==> config.mk <==
export PLATFORM = sky130hd
export DESIGN_NAME = uart_tx_fifo
export DESIGN_NICKNAME = d
export VERILOG_FILES = /design/src/rtl/uart_pkg.sv /design/src/rtl/uart_baud_gen.sv /design/src/rtl/uart_tx_fifo.sv
export SDC_FILE = /design/constraint.sdc
export NUM_CORES = 1
export LEC_CHECK = 0
export ABC_AREA = 1
export BUFFER_PORTS_ARGS = -buffer_cell sky130_fd_sc_hd__buf_4
export CAP_MARGIN = 20
export CORE_ASPECT_RATIO = 1.1
export CORE_MARGIN = 4
export CORE_UTILIZATION = 53
export DETAILED_ROUTE_END_ITERATION = 12
export GPL_ROUTABILITY_DRIVEN = 0
export PLACE_DENSITY_LB_ADDON = 0.08
export SLEW_MARGIN = 15
export SYNTH_ARGS = -nofsm -noshare
export SYNTH_HDL_FRONTEND = slang
export SYNTH_HIERARCHICAL = 1
export SYNTH_SLANG_ARGS = --single-unit
export TNS_END_PERCENT = 1
==> constraint.sdc <==
create_clock -name sys_clk_i -period 7.8 [get_ports sys_clk_i]
set_input_delay 0.78 -clock sys_clk_i [delete_from_list [all_inputs] [get_ports sys_clk_i]]
set_output_delay 0.78 -clock sys_clk_i [all_outputs]
set_load 0.005 [all_outputs]
==> src/rtl/uart_pkg.sv <==
// Shared constants and FSM state type for the UART transmitter.
package uart_pkg;

   localparam int PAR_NONE = 0;
   localparam int PAR_ODD  = 1;
   localparam int PAR_EVEN = 2;

   typedef enum logic [2:0] {
      IDLE,
      START,
      DATA,
      PAR,
      STOP
   } uart_state_t;

endpackage

==> src/rtl/uart_baud_gen.sv <==
// Fractional bit-rate generator: steps by BAUD each clock, ticks on each wrap at CLK_HZ.
module uart_baud_gen #(
   parameter int CLK_HZ = 68000000,
   parameter int BAUD   = 115200
) (
   input  logic sys_clk_i,
   input  logic sys_rst_i,
   input  logic clr,
   output logic tick
);

   localparam int            AW   = $clog2(CLK_HZ + BAUD) + 1;
   localparam logic [AW-1:0] STEP = AW'(BAUD);
   localparam logic [AW-1:0] WRAP = AW'(CLK_HZ);

   logic [AW-1:0] r_acc;
   logic [AW-1:0] w_sum;

   assign w_sum = r_acc + STEP;
   // Combinational tick so the FSM advances on the very edge the wrap happens.
   assign tick  = (w_sum >= WRAP);

   always_ff @(posedge sys_clk_i or posedge sys_rst_i) begin
      if (sys_rst_i)  r_acc <= '0;
      else if (clr)   r_acc <= '0;
      else if (tick)  r_acc <= w_sum - WRAP;
      else            r_acc <= w_sum;
   end

endmodule

==> src/rtl/uart_tx_fifo.sv <==
// UART transmitter with a small inline transmit FIFO; frames go out back-to-back while data is queued.
module uart_tx_fifo
   import uart_pkg::*;
#(
   parameter int CLK_HZ     = 68000000,
   parameter int BAUD       = 115200,
   parameter int DATA_BITS  = 8,
   parameter int PARITY     = 0,
   parameter int STOP_BITS  = 1,
   parameter int FIFO_DEPTH = 4
) (
   input  logic                 sys_clk_i,
   input  logic                 sys_rst_i,
   input  logic                 uart_wr_i,
   input  logic [DATA_BITS-1:0] uart_dat_i,
   output logic                 uart_full,
   output logic                 uart_busy,
   output logic                 uart_tx
);

   localparam int            PW        = $clog2(FIFO_DEPTH) + 1;
   localparam int            CW        = $clog2(DATA_BITS);
   localparam logic [CW-1:0] DATA_LAST = CW'(DATA_BITS - 1);
   localparam logic [CW-1:0] STOP_LAST = CW'(STOP_BITS - 1);

   logic [DATA_BITS-1:0] r_mem [FIFO_DEPTH];
   logic [PW-1:0]        r_wptr, r_rptr;
   logic [DATA_BITS-1:0] r_shift;
   logic [CW-1:0]        r_bitcnt;
   logic                 r_par, r_tx;
   uart_state_t          r_state;

   logic                 w_empty, w_full, w_push, w_pop, w_tick, w_par_bit;
   logic [DATA_BITS-1:0] w_head;

   assign w_empty = (r_wptr == r_rptr);
   assign w_full  = (r_wptr[PW-1] != r_rptr[PW-1]) && (r_wptr[PW-2:0] == r_rptr[PW-2:0]);
   assign w_head  = r_mem[r_rptr[PW-2:0]];
   // Pop happens exactly on entry to START, which is also when the bit timer restarts.
   assign w_pop   = !w_empty && ((r_state == IDLE) ||
                                 (r_state == STOP && w_tick && r_bitcnt == STOP_LAST));
   assign w_push  = uart_wr_i && (!w_full || w_pop);
   assign w_par_bit = (PARITY == PAR_ODD) ? ~^w_head : ^w_head;

   assign uart_full = w_full;
   assign uart_busy = !((r_state == IDLE) && w_empty);
   assign uart_tx   = r_tx;

   uart_baud_gen #(.CLK_HZ(CLK_HZ), .BAUD(BAUD)) u_baud (
      .sys_clk_i (sys_clk_i),
      .sys_rst_i (sys_rst_i),
      .clr       (w_pop),
      .tick      (w_tick)
   );

   always_ff @(posedge sys_clk_i) begin
      if (w_push) r_mem[r_wptr[PW-2:0]] <= uart_dat_i;
   end

   always_ff @(posedge sys_clk_i or posedge sys_rst_i) begin
      if (sys_rst_i) begin
         r_wptr <= '0;
         r_rptr <= '0;
      end else begin
         if (w_push) r_wptr <= r_wptr + PW'(1);
         if (w_pop)  r_rptr <= r_rptr + PW'(1);
      end
   end

   always_ff @(posedge sys_clk_i or posedge sys_rst_i) begin
      if (sys_rst_i) begin
         r_state  <= IDLE;
         r_tx     <= 1'b1;
         r_shift  <= '0;
         r_par    <= 1'b0;
         r_bitcnt <= '0;
      end else begin
         case (r_state)
            IDLE: if (w_pop) begin
               r_state <= START;
               r_tx    <= 1'b0;
               r_shift <= w_head;
               r_par   <= w_par_bit;
            end
            START: if (w_tick) begin
               r_state  <= DATA;
               r_tx     <= r_shift[0];
               r_shift  <= r_shift >> 1;
               r_bitcnt <= '0;
            end
            DATA: if (w_tick) begin
               if (r_bitcnt == DATA_LAST) begin
                  r_bitcnt <= '0;
                  if (PARITY != PAR_NONE) begin
                     r_state <= PAR;
                     r_tx    <= r_par;
                  end else begin
                     r_state <= STOP;
                     r_tx    <= 1'b1;
                  end
               end else begin
                  r_bitcnt <= r_bitcnt + CW'(1);
                  r_tx     <= r_shift[0];
                  r_shift  <= r_shift >> 1;
               end
            end
            PAR: if (w_tick) begin
               r_state  <= STOP;
               r_tx     <= 1'b1;
               r_bitcnt <= '0;
            end
            STOP: if (w_tick) begin
               if (r_bitcnt == STOP_LAST) begin
                  r_bitcnt <= '0;
                  if (w_pop) begin
                     r_state <= START;
                     r_tx    <= 1'b0;
                     r_shift <= w_head;
                     r_par   <= w_par_bit;
                  end else begin
                     r_state <= IDLE;
                  end
               end else begin
                  r_bitcnt <= r_bitcnt + CW'(1);
               end
            end
            default: r_state <= IDLE;
         endcase
      end
   end

endmodule

==> metrics.csv, run 1 <==
metric,value,unit
status,"finished, final reports clean",
worst_r2r_startpoint,u_baud/r_acc[9],
antenna_found_initial,0,
fin_cells,712,
wl_per_cell,13.86,µm
ys_seq_area_share,43.50,%
hold_viol,0,
cts.path.max_buffers,2,
drc,0,
r2r_cells,18,
drive_above_1_share,14.64,%
post_cts_buffers,0,
track_usage,20.92,%
drt_wl_total,9866,µm
p_leak,2.398,nW
finalCriticalPeriod,3820,ps
post-route-util,58.35,%
dp_hpwl,7282,µm
nets,619,
slew_headroom,43.05,%
holdPathStages,2,
antenna_cells,0,
synth_cells,586,
drtIter0Drc,232,
ios,14,
die_h,105.4,µm
fin_worst_skew,10.65,ps
worstSetupStartpointType,flop,
syn-num-nets,609,
synth_cell_types,36,
dr.pass1.iters,6,
peakVddDrop,157.6,µV
synthToLayoutAreaGrowth,7.337,%
cts-root-buf,clkbuf_8,
slew_violations,0,
grt_first_pass_wirelength,16340,µm
num_rows,35,
critPathKind,flop to flop,
timing.final.crit_share,48.98,%
clock.fmax,0.2618,GHz
final_cell_mix,"nand2_1, nand3_1, inv_1",
core_area,8408,µm²
clkTransAtPathRegs,90,ps
fin_tns_setup,0,ps
numCtsBuffers,9,
end_kind,flop,
worst_pin_slew,853.3,ps
start_util,54.36,%
dieArea,10170,µm²
cts_resized,0,
reg2reg_slack,3980,ps
hold_start,uart_tx,
grt_pass1_vias,3370,
synth_area,4571,µm²
ys_ff_latch,73,
required,7780,ps
min_to,uart_tx,
place_inst,696,
r2r_end,r_mem[1][5],
layout_commonest_cell,nand2_1,
cap_violations,0,
cts_htree_levels,3,
ant_nets,0,
cp.arrival,3800,ps
rsz0062_at_grt,false,
die_w,96.54,µm
synth_warnings,6,
clock-sinks,73,
grt_max_degree,26,
cts_tree,built,
path_max_fanout,25,
grt-ovfl-total,0,
hold_class,flop to flop,
via_count,3703,
via_per_inst,5.201,
port_buffers,13,
setup_viol,0,
syn_avg_cell_area,7.800,µm²
cts_hold_buf,0,
power_density,393.5,nW/µm²
clock_latency,350,ps
==> where the power goes <==
group	internal (W)	total (W)	switching, W
Combinational	0.000334	0.000982	0.000648
Clock	0.000154	0.000319	0.000165
Sequential	0.000518	0.000630	0.000112
==> worst max path at each step <==
stage	startpoint	to	cells after the start
global placement	u_baud/r_acc[9]	r_mem[2][7]	18
floorplan	u_baud/r_acc[9]	r_mem[0][0]	21
detailed placement	u_baud/r_acc[9]	r_mem[1][4]	20
finish	u_baud/r_acc[9]	r_mem[1][5]	18
CTS	u_baud/r_acc[9]	r_mem[1][3]	20
global route	u_baud/r_acc[9]	r_mem[0][3]	18
==> synthesized netlist by cell type (all sizes together) <==
cell	number	area, µm²
or2	2	12.51
nand2	228	948.4
edfxtp	32	960.9
a21oi	10	61.31
o21ai	16	83.83
xnor2	4	35.03
nor2	54	245.2
clkbuf	1	3.750
nand4	12	75.07
buf	13	105.1
nand3	75	417.9
a21boi	1	18.77
ha	12	150.1
o21bai	3	22.52
dfrtp	40	1001
dfstp	1	26.28
xor2	13	113.9
inv	63	241.5
clkinv	1	3.750
nand3b	3	22.52
nor3	2	21.27
==> worst max-delay path, stage by stage, from the launching register on <==
cell	delay (ps)
dfrtp_1	470
ha_1	250
nand2_1	140
nand2_1	140
a21oi_1	230
nand3_1	140
nand3_1	120
nand2_1	90
nand2_2	90
nand2_2	90
nand2_2	110
nand2_4	150
nand2_4	270
nand2_1	100
o21ai_2	160
nand2_4	110
nand2_2	110
nand2_2	130
nor2_1	540
==> through the flow <==
step / power, W / setup WS [ps] / cell area, µm² / hold slack [ps]
after global placement: 0.001599 / 4193 / 4698 / 455.6
after floorplan: 0.001429 / 4626 / 4571 / 442.2
after CTS: 0.001934 / 3990 / 4906 / 475.2
after global routing: 0.002104 / 3632 / 4906 / 503.4
after detailed placement: 0.001613 / 4025 / 4698 / 460.2
final: 0.001930 / 3980 / 4906 / 470.6
==> cell families (layout without fill, tap and decap cells) <==
group | Yosys count | in the layout | synth area share [%]
simple gates | 376 | 376 | 38.13
buf+inv | 78 | 93 | 7.747
flops | 73 | 73 | 43.50
compound gates | 30 | 30 | 4.079
xor+xnor | 17 | 17 | 3.258
fa+ha+maj | 12 | 12 | 3.285
==> registers in the layout, summed over array words and instances, names as in the netlist <==
signal,count
uart_tx,1
r_state,3
r_mem,32
u_baud/r_acc,20
r_bitcnt,3
r_wptr,3
r_rptr,3
r_shift,8
==> routing by layer <==
layer / wire, µm / track usage [%] / up-vias
li1: - / - / 1893
met1: 4970 / 31.47 / 1715
met2: 4411 / 31.21 / 87
met3: 355 / 2.570 / 8
met4: 129 / 6.814 / 0
met5: 0 / 0 / -
==> final cells by class <==
class	count	area (µm²)
clock buffer	9	123.9
fill	807	3502
sequential	73	1988
clock inverter	7	83.83
inverter	64	245.2
multi-input combinational	435	2228
timing repair buffer	13	97.59
tap	111	138.9
(Power assumes the default switching activity.)
==> inputs of run 2 (changes only) <==
ABC_AREA = 0   (was 1)
clock period = 3.2 ns   (was 7.8 ns; I/O delays follow)
==> run 2 against run 1 <==
Net effect:
- the run now ends with negative setup slack left
- clock power is 140% higher
- critical path depth is 4 lower
- cell area is 10% higher
- cell count is 17% lower
- routed wire length is 3.2% higher
- non-clock buffer count is 57 higher
- global-route usage is 0.61 points higher
- sequential share of layout area is 3.7 points lower
- power is 130% higher
- worst setup slack worse by 4000 ps
- largest cell class unchanged
- largest power group unchanged
==> metrics.csv, run 2 <==
metric,value,unit,change
status,"finished, violations left",,
failed_checks,negative setup slack,,
syn-num-nets,438,,-28%
cp.arrival,3460,ps,-340 ps
reg2reg_slack,-20,ps,-4000 ps
post-place-ws,-72.92,ps,-4098 ps
clock-sinks,73,,unchanged
cts_htree_levels,3,,unchanged
cp_slowest_cell,dfrtp_2,,
p_leak,2.070,nW,-14%
r2r_end,u_baud/r_acc[22],,
synth_cells,415,,-29%
slew_headroom,42.59,%,-0.46 points
synthToLayoutAreaGrowth,19.97,%,
via_per_inst,5.961,,+15%
setup_viol,1,,+1
cts_tree,built,,
ios,14,,unchanged
core_area,8320,µm²,-1.0%
synth.most_common_cell,dfrtp_1,,
cp_top_family,simple AND/OR/NAND/NOR gates,,
cp.buffers_inverters,2,,+2
clkTransAtPathRegs,90,ps,about the same
numCtsBuffers,9,,unchanged
synth_warnings,6,,unchanged
critPathMaxStageDelay,440,ps,-100 ps
nets,499,,-19%
largest_register_ffs,32,,unchanged
async_flop_share,56.16,%,unchanged
ant_nets,0,,unchanged
hold_viol,0,,unchanged
path_max_fanout,9,,-64%
dieArea,10050,µm²,-1.2%
grt_first_pass_wirelength,16880,µm,+3.3%
ys_seq_area_share,44.07,%,+0.57 points
yosysTopAreaCellShare,22.19,%,+0.29 points
critPathKind,flop to flop,,
syn_avg_cell_area,10.87,µm²,+39%
synth_edf_count,32,,unchanged
antenna_cells,0,,unchanged
start_util,54.23,%,-0.13 points
num_rows,35,,unchanged
cts.path.max_buffers,2,,unchanged
rsz0062_at_grt,true,,
synth_area_leader_cell,dfrtp_1,,
die_w,95.97,µm,-0.59%
synth_cell_types,76,,+110%
final_cell_mix,"buf_4, dfrtp_1, edfxtp_1",,
worst_r2r_startpoint,u_baud/r_acc[9],,
end_kind,flop,,
cts-root-buf,clkbuf_8,,
r2r_cells,14,,-4
cts_hold_buf,0,,unchanged
grt-ovfl-total,0,,unchanged
fin_worst_skew,8.724,ps,-1.922 ps
hold_class,primary input to asynchronous set/reset pin,,
port_buffers,13,,unchanged
timing.final.crit_share,100.5,%,+52 points
wl_per_cell,17.20,µm,+24%
peakVddDrop,574.8,µV,+260%
dr.pass1.iters,4,,-2
layout_commonest_cell,buf_4,,
worst_slack,-15.76,ps,-3996 ps
finalCriticalPeriod,3216,ps,-604.4 ps
worst_pin_slew,860.2,ps,+6.928 ps
ys_ff_latch,73,,unchanged
worstSetupStartpointType,flop,,
drt_wl_total,10190,µm,+3.2%
die_h,104.8,µm,-0.59%
via_count,3529,,-4.7%
grt_pass1_vias,3522,,+4.5%
drtIter0Drc,135,,-42%
antenna_found_initial,0,,unchanged
track_usage,21.53,%,+0.61 points
clock_latency,350,ps,about the same
post-route-util,65.05,%,+6.7 points
synth_area,4512,µm²,-1.3%
grt_max_degree,22,,-15%
synthTopCellsByCount,"dfrtp_1, edfxtp_1, nor2_1",,
synth.area.top_cells,"dfrtp_1, edfxtp_1, mux4_2",,
synth-main-ff-cell,dfrtp_1,,
drive_above_1_share,31.39,%,+17 points
slew_violations,0,,unchanged
path_cells,"ha_4, nand4_4, a2111oi_4, xor2_2, nor3_2, nor2_4, nand3b_4, a211o_1, or2_4, inv_6, inv_2, and3_1, a2bb2oi_1, nand2b_1",,
required,3440,ps,-4340 ps
clock.fmax,0.3110,GHz,+19%
drc,0,,unchanged
cap_violations,0,,unchanged
dp_hpwl,7596,µm,+4.3%
power_density,837.0,nW/µm²,+110%
==> run 2: how the worst max path moves through the flow <==
stage	start	endpoint	slack (ps)	cells past startpoint
global placement	u_baud/r_acc[9]	r_mem[0][4]	-20	13
floorplan	u_baud/r_acc[9]	u_baud/r_acc[11]	-90	14
detailed placement	u_baud/r_acc[9]	r_mem[0][7]	-70	13
global route	u_baud/r_acc[9]	u_baud/r_acc[22]	-230	16
finish	u_baud/r_acc[9]	u_baud/r_acc[22]	-20	14
CTS	u_baud/r_acc[9]	u_baud/r_acc[22]	1	14
==> run 2: per-stage QoR <==
step	setup TNS [ps]	instance area, µm²	total power (W)	hold slack [ps]	instances
6_report	-15.76	5413	0.004531	136.2	592
3_5_place_dp	-1615	5116	0.003716	477.8	573
5_1_grt	-4190	5413	0.004851	143.4	592
2_1_floorplan	-281.3	4563	0.002975	283.6	415
3_3_place_gp	-354.5	5116	0.003666	476.7	573
4_1_cts	0	5363	0.004512	141.9	591
==> run 2: what timing repair did <==
action / in CTS / in global routing
setup endpoints to repair: 27 / 45
pin swaps: 2 / 4
gates resized for setup: 5 / 11
buffers inserted: 2 / 1
==> run 2: layout make-up <==
type	count	area [µm²]
fill	646	2908
clock buffer	9	123.9
sequential	73	1992
tap	111	138.9
inverter	19	76.32
multi-input combinational	303	2420
clock inverter	7	86.33
timing repair buffer	70	575.6
==> run 2: power breakdown <==
group	internal [W]	switching (W)
Sequential	0.00124	0.000218
Clock	0.000377	0.000381
Combinational	0.00111	0.00120
Total	0.00273	0.00180
==> run 2: routing by layer <==
metal / global-route usage [%] / part of all wire, % / vias to the layer above / wire length, µm
li1: - / - / 1723 / -
met1: 27.41 / 42 / 1715 / 4320
met2: 36.21 / 53 / 79 / 5377
met3: 4.392 / 3.3 / 12 / 336
met4: 7.012 / 1.5 / 0 / 150
met5: 0 / 0 / - / 0
==> run 2: cells by family after synthesis <==
family,count (synthesis),synth area share (%)
xor gates and xnor gates,23,4.964
adders and majority gates,12,3.328
muxes,12,5.047
buffers and inverters,39,4.409
AOI/OAI and AO/OA,119,20.63
and+or+nand+nor,137,17.55
DFF,73,44.07
==> inputs of run 3 (changes only) <==
SLEW_MARGIN = unset   (was 15)
TNS_END_PERCENT = 5   (was 1)
==> run 3 against run 2 <==
Net effect:
- the flow still finishes with violations (negative setup slack)
- die area unchanged
- cell count unchanged
- sequential share of layout area down 0.45 points
- worst setup slack better by 4.8 ps
- clock power up 6.7%
- maximum frequency up 0.15%
- via count up 1.8%
- routed wire length up 2.1%
- register-to-register slack about the same
- cell area up 1.3%
- critical path depth down 1
- first-iteration DRC count up 24%
==> metrics.csv, run 3 (same netlist as run 2, synthesis figures left out) <==
metric,value,unit,change
cp.arrival,3270,ps,-190 ps
power,0.004657,W,+2.8%
ant_nets,0,,unchanged
rsz0062_at_grt,true,,
critPathMaxStageDelay,420,ps,-20 ps
status,"finished, violations left",,
required,3260,ps,-180 ps
layout_commonest_cell,buf_4,,
finalCriticalPeriod,3211,ps,-4.782 ps
cp.buffers_inverters,2,,unchanged
die_w,95.97,µm,unchanged
failed_checks,negative setup slack,,
path_max_fanout,8,,-1
ios,14,,unchanged
clock_latency,350,ps,about the same
cts_hold_buf,0,,unchanged
critPathKind,flop to flop,,
synthToLayoutAreaGrowth,21.52,%,
cts_tree,built,,
largest_register_ffs,32,,unchanged
via_count,3593,,+1.8%
clock-sinks,73,,unchanged
num_rows,35,,unchanged
cp_slowest_cell,dfrtp_2,,
core_area,8320,µm²,unchanged
timing.final.crit_share,100.3,%,-0.15 points
setup_viol,13,,+12
hold_class,primary input to asynchronous set/reset pin,,
cts.path.max_buffers,2,,unchanged
grt_pass1_vias,3563,,+1.2%
drc,0,,unchanged
p_leak,2.074,nW,+0.23%
worst_slack,-10.98,ps,+4.782 ps
numCtsBuffers,9,,unchanged
antenna_cells,0,,unchanged
final_cell_mix,"buf_4, dfrtp_1, edfxtp_1",,
dp_hpwl,7625,µm,+0.38%
path_cells,"ha_4, nand4_4, a211oi_2, nor4_2, o32ai_2, a211oi_2, nor2_4, nand3b_4, a211o_1, buf_4, a21boi_4, and2_4, buf_12",,
port_buffers,13,,unchanged
power_density,849.5,nW/µm²,+1.5%
clkTransAtPathRegs,80,ps,about the same
cts_htree_levels,3,,unchanged
cts-root-buf,clkbuf_8,,
cap_violations,0,,unchanged
grt_first_pass_wirelength,17600,µm,+4.2%
cp_num_cells,13,,-1
dieArea,10050,µm²,unchanged
worstSetupStartpointType,flop,,
fin_tns_setup,-104.8,ps,-89.00 ps
crit_top_cell,a211oi_2,,
fin_worst_skew,12.38,ps,+3.652 ps
wl_per_cell,17.57,µm,+2.1%
start_util,54.23,%,unchanged
via_per_inst,6.069,,+1.8%
slew_violations,0,,unchanged
clock.fmax,0.3114,GHz,+0.15%
drive_above_1_share,32.85,%,+1.5 points
drt_wl_total,10400,µm,+2.1%
antenna_found_initial,0,,unchanged
hold_viol,0,,unchanged
post-route-util,65.89,%,+0.84 points
nets,499,,unchanged
drtIter0Drc,167,,+24%
r2r_cells,13,,-1
peakVddDrop,565.7,µV,-1.6%
track_usage,22.42,%,+0.89 points
post-place-ws,-69.32,ps,+3.599 ps
grt-ovfl-total,0,,unchanged
die_h,104.8,µm,unchanged
slew_headroom,43.02,%,+0.43 points
end_kind,flop,,
grt_max_degree,22,,unchanged
worst_pin_slew,853.7,ps,-6.507 ps
dr.pass1.iters,5,,+1
cp_top_family,compound AO/OA/AOI/OAI gates,,
[run 3: repair_timing]
item,CTS,global route
pin swaps,3,13
endpoints found under the setup margin,33,47
buffers inserted,3,6
gates resized for setup,7,21
[run 3: layout make-up]
type | instances | area, µm²
multi-input cells | 303 | 2467
inverters | 19 | 78.83
flip-flops and latches | 73 | 1993
clock inverters | 7 | 101.3
fillers | 671 | 2838
clock buffers | 9 | 123.9
repair buffers | 70 | 579.3
well taps | 111 | 138.9
[run 3: final timing paths]
path	slack (ps)	from	end
max	-10	u_baud/r_acc[9]	r_mem[1][2]
min	140	sys_rst_i	r_bitcnt[2]
max reg2reg	-10	u_baud/r_acc[9]	r_mem[1][2]
min reg2reg	490	r_wptr[2]	r_wptr[2]
max in group asynchronous	2450	sys_rst_i	u_baud/r_acc[14]
min in group sys_clk_i	170	uart_dat_i[4]	r_mem[3][4]
[run 3: report_power, final]
part           leakage (nW)  switching, W  internal, W
logic                  1.16       0.00123      0.00114
clock network         0.106      0.000363     0.000445
registers             0.808      0.000227      0.00124
[run 3: metrics by stage]
stage,instance area (µm²),hold slack [ps],std cells
3_3_place_gp,5071,477.6,567
2_1_floorplan,4566,283.6,415
6_report,5483,138.6,592
4_1_cts,5350,148.8,586
5_1_grt,5483,140.0,592
3_5_place_dp,5071,480.1,567
[run 3: per-layer routing]
metal	GRT usage (%)	part of all wire [%]
met2	36.86	52
met1	29.41	42
met4	9.146	1.8
met3	3.168	3.5
met5	0	0
[run 3: worst reg2reg max path, cell delays in order, from the launching register on]
cell and delay [ps]:
dfrtp_2 420, ha_4 180, nand4_4 180, a211oi_2 340, nor4_2 70, o32ai_2 340, a211oi_2 100, nor2_4 190
nand3b_4 100, a211o_1 320, buf_4 170, a21boi_4 200, and2_4 190, buf_12 120
